**config.mk**
```make
export PLATFORM = sky130hd
export DESIGN_NAME = corr_scan_sequencer
export DESIGN_NICKNAME = d
export VERILOG_FILES = /design/src/rtl/corr_scan_sequencer.sv
export SDC_FILE = /design/constraint.sdc
export NUM_CORES = 1
export LEC_CHECK = 0
export ABC_AREA = 1
export CORE_MARGIN = 3
export CORE_UTILIZATION = 40
export DETAILED_ROUTE_END_ITERATION = 10
export GPL_TIMING_DRIVEN = 1
export HOLD_SLACK_MARGIN = 0.15
export PLACE_DENSITY_LB_ADDON = 0.05
export SYNTH_ARGS = -nofsm -noshare
export SYNTH_HDL_FRONTEND = slang
export SYNTH_SLANG_ARGS = --single-unit
```
**constraint.sdc**
```tcl
create_clock -name iCLK -period 2.5 [get_ports iCLK]
set_clock_uncertainty 0.1 [all_clocks]
set_input_delay 0.25 -clock iCLK [delete_from_list [all_inputs] [get_ports iCLK]]
set_output_delay 0.25 -clock iCLK [all_outputs]
set_load 0.03 [all_outputs]
```
**src/rtl/corr_scan_sequencer.sv**
```systemverilog
// Raster-scans the correlation engine over every legal template position of a
// captured frame, tracking the best match and guarding against a hung engine.
module corr_scan_sequencer #(
    parameter int H_RES       = 640,
    parameter int V_RES       = 480,
    parameter int TPL_W       = 32,
    parameter int TPL_H       = 32,
    parameter int TIMEOUT_CYC = 1048576,
    parameter int HB_BITS     = 26
) (
    input  logic        iCLK,
    input  logic        iRST_N,
    input  logic        iFrameDone,
    input  logic        iAbort,
    input  logic        iCorrDone,
    input  logic [31:0] iCorrValue,
    output logic        oCorrStart,
    output logic [12:0] oX,
    output logic [12:0] oY,
    output logic        oBusy,
    output logic        oResultValid,
    output logic [12:0] oXresult,
    output logic [12:0] oYresult,
    output logic [31:0] oBestCorr,
    output logic        oTimeout,
    output logic        oStatusLed
);

    localparam logic [12:0] X_LAST = 13'(H_RES - TPL_W);
    localparam logic [12:0] Y_LAST = 13'(V_RES - TPL_H);
    localparam int          WD_W   = (TIMEOUT_CYC > 2) ? $clog2(TIMEOUT_CYC) : 1;
    // Trips on the cycle the count would reach TIMEOUT_CYC-1, so ERROR lands
    // exactly TIMEOUT_CYC cycles after the start pulse.
    localparam logic [WD_W-1:0] WD_TRIP = WD_W'(TIMEOUT_CYC - 2);

    typedef enum logic [2:0] {
        S_IDLE, S_ISSUE, S_WAIT, S_EVAL, S_NEXT, S_DONE, S_ERROR
    } state_t;

    state_t            state;
    logic              fdQ;
    logic              fdArmed;
    logic              fdRise;
    logic              startQ;
    logic [WD_W-1:0]   watchdog;
    logic [31:0]       capValue;
    logic [HB_BITS-1:0] heartbeat;

    // A frame already high out of reset must be seen low once before it counts.
    assign fdRise     = iFrameDone & ~fdQ & fdArmed;
    assign oCorrStart = startQ & ~iAbort;

    always_ff @(posedge iCLK or negedge iRST_N) begin
        if (!iRST_N) begin
            fdQ     <= 1'b0;
            fdArmed <= 1'b0;
        end else begin
            // NOTE: sequential state always uses non-blocking assignments so every
            // register samples the pre-edge values regardless of statement order.
            fdQ <= iFrameDone;
            if (!iFrameDone) fdArmed <= 1'b1;
        end
    end

    always_ff @(posedge iCLK or negedge iRST_N) begin
        if (!iRST_N) begin
            state        <= S_IDLE;
            startQ       <= 1'b0;
            watchdog     <= '0;
            capValue     <= '0;
            oX           <= '0;
            oY           <= '0;
            oBusy        <= 1'b0;
            oResultValid <= 1'b0;
            oXresult     <= '0;
            oYresult     <= '0;
            oBestCorr    <= '0;
            oTimeout     <= 1'b0;
        end else begin
            startQ <= 1'b0;
            if (iAbort) begin
                state        <= S_IDLE;
                oX           <= '0;
                oY           <= '0;
                oBusy        <= 1'b0;
                oResultValid <= 1'b0;
                oXresult     <= '0;
                oYresult     <= '0;
                oBestCorr    <= '0;
                oTimeout     <= 1'b0;
            end else begin
                case (state)
                    S_IDLE, S_DONE, S_ERROR: begin
                        if (fdRise) begin
                            state        <= S_ISSUE;
                            startQ       <= 1'b1;
                            oBusy        <= 1'b1;
                            oX           <= '0;
                            oY           <= '0;
                            oResultValid <= 1'b0;
                            oXresult     <= '0;
                            oYresult     <= '0;
                            oBestCorr    <= '0;
                            oTimeout     <= 1'b0;
                        end
                    end
                    S_ISSUE: begin
                        state    <= S_WAIT;
                        watchdog <= '0;
                    end
                    S_WAIT: begin
                        if (iCorrDone) begin
                            capValue <= iCorrValue;
                            state    <= S_EVAL;
                        end else if (watchdog == WD_TRIP) begin
                            state    <= S_ERROR;
                            oTimeout <= 1'b1;
                            oBusy    <= 1'b0;
                        end else begin
                            watchdog <= watchdog + 1'b1;
                        end
                    end
                    S_EVAL: begin
                        // Strict compare: ties keep the earlier raster position.
                        if (capValue > oBestCorr) begin
                            oBestCorr <= capValue;
                            oXresult  <= oX;
                            oYresult  <= oY;
                        end
                        state <= S_NEXT;
                    end
                    S_NEXT: begin
                        if (oX < X_LAST) begin
                            oX     <= oX + 13'd1;
                            state  <= S_ISSUE;
                            startQ <= 1'b1;
                        end else if (oY < Y_LAST) begin
                            oX     <= '0;
                            oY     <= oY + 13'd1;
                            state  <= S_ISSUE;
                            startQ <= 1'b1;
                        end else begin
                            state        <= S_DONE;
                            oBusy        <= 1'b0;
                            oResultValid <= 1'b1;
                        end
                    end
                    default: state <= S_IDLE;
                endcase
            end
        end
    end

    always_ff @(posedge iCLK or negedge iRST_N) begin
        if (!iRST_N) begin
            heartbeat  <= '0;
            oStatusLed <= 1'b0;
        end else begin
            heartbeat <= heartbeat + 1'b1;
            if (iAbort) begin
                oStatusLed <= 1'b0;
            end else begin
                case (state)
                    S_IDLE:  oStatusLed <= 1'b0;
                    S_DONE:  oStatusLed <= 1'b1;
                    S_ERROR: oStatusLed <= heartbeat[HB_BITS-4];
                    default: oStatusLed <= heartbeat[HB_BITS-1];
                endcase
            end
        end
    end

endmodule

```
[Yosys cells after proc, flatten, opt, wreduce, memory -nomap -nowiden]
Index checks and enable logic that the tools add are counted.
Word-level totals
  flip-flop bits (word level): 172
  input port bits: 37
  output and inout port bits: 89
  word-level logic and storage cells: 114
Cells by class
  add/subtract/negate cells: 4
  magnitude comparators: 3
  equality and inequality tests: 18
  muxes and demuxes: 52
  bitwise operators: 5
  reduce and logical (&&, ||, !) cells: 16
Operators with widths (number)
  $mux W13: 11
  $pmux W13 S2: 4
  $mux W32: 3
  $pmux W32 S2: 1
  $mux W20: 2
  $pmux W20 S2: 1
  $gt A32 B32 Y1: 1
  $add A13 B1 Y13 const B: 2
  $add A26 B1 Y26 const B: 1
  $ne A3 B3 Y1 const B: 7
  $add A20 B1 Y20 const B: 1
  $eq A20 B20 Y1 const B: 1
  $mux W1: 18
  $mux W3: 6
  $reduce_and A4 Y1: 4
  $pmux W3 S5: 1
  $lt A13 B10 Y1 const B: 1
  $lt A13 B9 Y1 const B: 1
  $eq A3 B3 Y1 const B: 3
  $reduce_and A3 Y1: 3
  $reduce_bool A3 Y1: 3
  $ne A4 B4 Y1 const B: 2
  $eq A3 B2 Y1 const B: 2
  $pmux W1 S2: 3
  11 further kinds: 16

[Logic depth before layout (Yosys ltp)]
  depth in word-level cells: 6
  depth in mapped cells: 20
  gate-level depth less buffers: 18

[Worst setup path after synthesis]
No wires, ideal clock.
  path type: register -> register
  start point: register oBestCorr[21]
  end point: register oXresult[6]
  setup time: 0.118 ns
  arrival: 1.938 ns
  data required time: 2.282 ns
  slack: 0.344 ns
  stages on the path, launching flop included: 15
  buffers on the path: 2
  period minus slack after synthesis: 2.156 ns
  cells stage by stage: dfrtp_1 inv_1 ha_1 a21oi_1 nor2_1 nor2_1 nand3_1 a21oi_1 nand2_1 nand2_1 nand2_2 buf_2 buf_2 nand3_1 nand2_1
On the way
  word-level cells in the longest chain between the ends: 3
RTL lines
  from (decl): line 24  | output logic [31:0] oBestCorr,
  from (signal assigned): line 126  | oBestCorr <= capValue;
  $gt A32 B32 Y1: line 125  | if (capValue > oBestCorr) begin
  $ne A3 B3 Y1 (no line)
  $reduce_and A3 Y1 (no line)
  to (signal assigned): line 87  | oXresult <= '0;
  to (signal assigned): line 101  | oXresult <= '0;
  to (signal assigned): line 127  | oXresult <= oX;
  to (decl): line 22  | output logic [12:0] oXresult,
No other way between the ends.
A chain may end at the register's enable or synchronous reset.

[Worst setup path after layout]
  start point: register oBestCorr[11]
  end point: register oYresult[3]
On the way
  word-level cells in the longest chain between the ends: 3
RTL lines
  $gt A32 B32 Y1: line 125
  $ne A3 B3 Y1 (no line)
  $reduce_and A3 Y1 (no line)
  to (signal assigned): line 128  | oYresult <= oY;
  to (decl): line 23  | output logic [12:0] oYresult,
No other way between the ends.

==> results.py <==
metrics = {
    "synth": {
        "ys_warn_count": 0,
        "yosys.area.top_type_share_pct": 47.0,
        "async_reset_ff_share_pct": 100,
        "synth_area_mm2": 0.00916,
        "synth_top_family_by_area": "simple AND/OR/NAND/NOR gates",
        "synth.yosys.seq_area_share_pct": 47.0,
        "synth.distinct_cells": 43,
        "ys.flop_type": "dfrtp_1",
        "syn_nets": 1219,
        "synth_compound_area_share_pct": 5.78,
        "ys_top_cells_by_area": "dfrtp_1 47%, nand2_1 15%, ha_1 5.1%, inv_1 4.8%, nand3_1 4.7%",
        "synthCells": 1145,
        "synth_seq_cells": 172,
        "synthXorXnorAreaFrac_pct": 4.30,
        "synthMuxAreaShare_pct": 0,
        "synthAdderAreaFrac_pct": 5.05,
        "yosys.area_share.simple_pct": 29.9,
        "synth_area_per_cell_um2": 8.00,
        "yosys-top-cells-count": "360 x nand2_1, 172 x dfrtp_1, 117 x inv_1, 112 x nor2_1, 86 x nand3_1",
        "yosysTopAreaCell": "dfrtp_1",
        "synth_edf_count": 0,
        "synth.most_common_cell": "nand2_1",
    },
    "timing": {
        "fmax_mhz": 453,
        "hold_ws_ps": 166,
        "grt_setup_unrepaired": "false",
        "hold_viol": 0,
        "fin_setup_tns_ps": 0,
        "fin_crit_ps": 2210,
        "finalSetupViolCount": 0,
        "fin_crit_sh_pct": 88.3,
        "maxSlewHeadroom_pct": 58.8,
        "maxSlewViolCount": 0,
        "tightest_slew_ps": 612,
    },
    "setup_path": {
        "crit_top_cell": "nand2_1",
        "critical-path-max-stage-delay_ps": 380,
        "reg2reg_from": "oBestCorr[11]",
        "worst-path-buf-inv": 2,
        "path_delay_family": "simple AND/OR/NAND/NOR gates",
        "startpoint_type": "register",
        "critPathMaxFanout": 31,
        "reg2regPathDepth": 14,
        "cpMaxStageDelayCell": "dfrtp_1",
        "end_kind": "register",
        "crit_chain": "inv_1, ha_1, a21oi_1, nand2_1, a21oi_1, nand2_1, nand2_1, nand2_1, nand2_1, nand2_2, nand2_2, buf_12, nand2_1, nand2_1",
        "rr_endpoint": "oYresult[3]",
        "worstPathArrival_ps": 2480,
        "r2r_setup_slack_ps": 290,
        "crit_type": "register to register",
        "critPathRequiredTime_ps": 2770,
    },
    "routing": {
        "vias": 7677,
        "drt_iter0_drc": 466,
        "antenna_left": 0,
        "wire_per_inst_um": 15.3,
        "drc": 0,
        "drtPass1Iterations": 5,
        "via_per_inst": 4.92,
        "routed_wl_mm": 23.9,
    },
    "die": {
        "die_w_um": 157,
        "initial_core_util_pct": 41.3,
        "rows": 54,
        "dieHeight_um": 157,
        "pin_count": 126,
        "core_mm2": 0.0222,
        "die-area_mm2": 0.0248,
    },
    "clock_network": {
        "post-cts-setup-buffers": 0,
        "htreeDepth": 4,
        "numClockSinks": 172,
        "clockBufferDepth": 2,
        "clkLatencyLatePin_ps": 430,
        "numCtsBuffers": 17,
        "path_clk_slew_ps": 80,
        "tritoncts": "built",
        "cts_resized": 0,
        "cts-root-buf": "clkbuf_16",
    },
    "pwr": {
        "ir_worst_vdd_v": 0.000558,
        "powerDensity_mw_per_mm2": 796,
        "p_leak_nw": 5.31,
    },
    "placement": {
        "gp_congestion": 0.809,
        "io_buffers": 125,
        "place_hpwl_mm": 16.5,
    },
    "layout": {
        "fin_nets": 1342,
        "layout-drive-gt1-share_pct": 8.74,
        "area_growth_pct": 24.3,
        "n_antenna_cell": 0,
    },
    "outcome": {
        "outcome": "finished, final reports clean",
    },
    "grt": {
        "grtUsageTotal_pct": 20.4,
        "grt_overflow": 0,
        "grt_pass1_wl_mm": 40.3,
        "antenna_found_initial": 1,
        "grt_max_degree": 60,
        "grt_pass1_vias": 7786,
    },
    "job": {
        "max-cap-violations": 0,
    },
    "hold_path": {
        "hold_path.class": "primary input to async pin",
    },
}
-- state kept, by name, indices dropped and copies added (netlist names) --
register	cells
oBestCorr	32
oTimeout	1
oX	13
startQ	1
fdQ	1
oResultValid	1
capValue	32
oXresult	13
oBusy	1
oY	13
oYresult	13
oStatusLed	1
fdArmed	1
watchdog	20
state	3
heartbeat	26
-- report_power, final --
group	total [mW]	internal [mW]	switching [mW]
Clock	2.76	1.53	1.23
Combinational	2.94	0.979	1.96
Sequential	3.36	3.10	0.266
Total	9.06	5.61	3.46
-- layer usage --
layer  part of all wire (%)  GRT usage [%]  vias to the layer above
met5                  0.033              0                        -
met4                   0.88           4.38                        2
met3                    4.6           4.65                       17
met2                     46           33.4                      124
met1                     48           27.8                     3678
li1                       -              -                     3856
-- repair_timing --
item / in CTS / in global routing
endpoints found under the hold margin: 172 / 0
hold buffers: 1 / 0
setup endpoints to repair: 0 / 0
-- layout make-up --
type                       instances  area [um^2]
clock buffer                      19          443
tap                              280          350
multi-input combinational        802         4140
fill                            2152        10800
clock inverter                    13          155
timing repair buffer             145         1500
inverter                         130          493
sequential                       172         4300
-- kinds of logic after synthesis --
| logic type | after synthesis |
|---|---|
| xor gates and xnor gates | 45 |
| DFF | 172 |
| adders and majority gates | 37 |
| buffers and inverters | 171 |
| AOI/OAI and AO/OA | 83 |
| and+or+nand+nor | 637 |
-- through the flow --
step,instance area (um^2),cells,util [%],setup WS [ps],power (mW)
3_5_place_dp,10800,1528,48.6,250,6.39
4_1_cts,11400,1561,51.4,267,9.18
3_3_place_gp,10800,1528,48.6,297,6.34
5_1_grt,11400,1561,51.4,10.1,9.68
2_1_floorplan,9160,1145,-,344,5.42
6_report,11400,1561,51.4,292,9.06
-- worst max-delay path by stage --
stage,startpoint,endpoint,slack (ps),depth (start not counted)
3_3_place_gp,iFrameDone,oY[2],300,11
3_5_place_dp,iFrameDone,oY[2],250,11
5_1_grt,oBestCorr[23],oBestCorr[30],10,13
6_report,oBestCorr[11],oYresult[3],290,14
4_1_cts,oBestCorr[11],oBestCorr[29],270,14
2_1_floorplan,oBestCorr[21],oXresult[6],340,14
-- cells in the final DEF (no fill, tap or decap), drive strengths merged, types with 3 or more instances in the layout --
| cell | netlist | final |
|---|---|---|
| buf | 27 | 21 |
| xor2 | 36 | 36 |
| inv | 127 | 134 |
| xnor2 | 9 | 9 |
| nand3 | 91 | 91 |
| o31ai | 14 | 14 |
| nand4 | 19 | 19 |
| dfrtp | 172 | 172 |
| clkinv | 3 | 5 |
| nor2 | 126 | 126 |
| nor3 | 22 | 22 |
| nand2 | 370 | 370 |
| and3 | 3 | 3 |
| o21ai | 41 | 41 |
| a21oi | 19 | 19 |
| o41ai | 3 | 3 |
| clkdlybuf4s50 | 0 | 123 |
| or2 | 3 | 3 |
| ha | 37 | 37 |
| clkbuf | 14 | 19 |
Note: power is estimated with default switching activity, not from simulation.
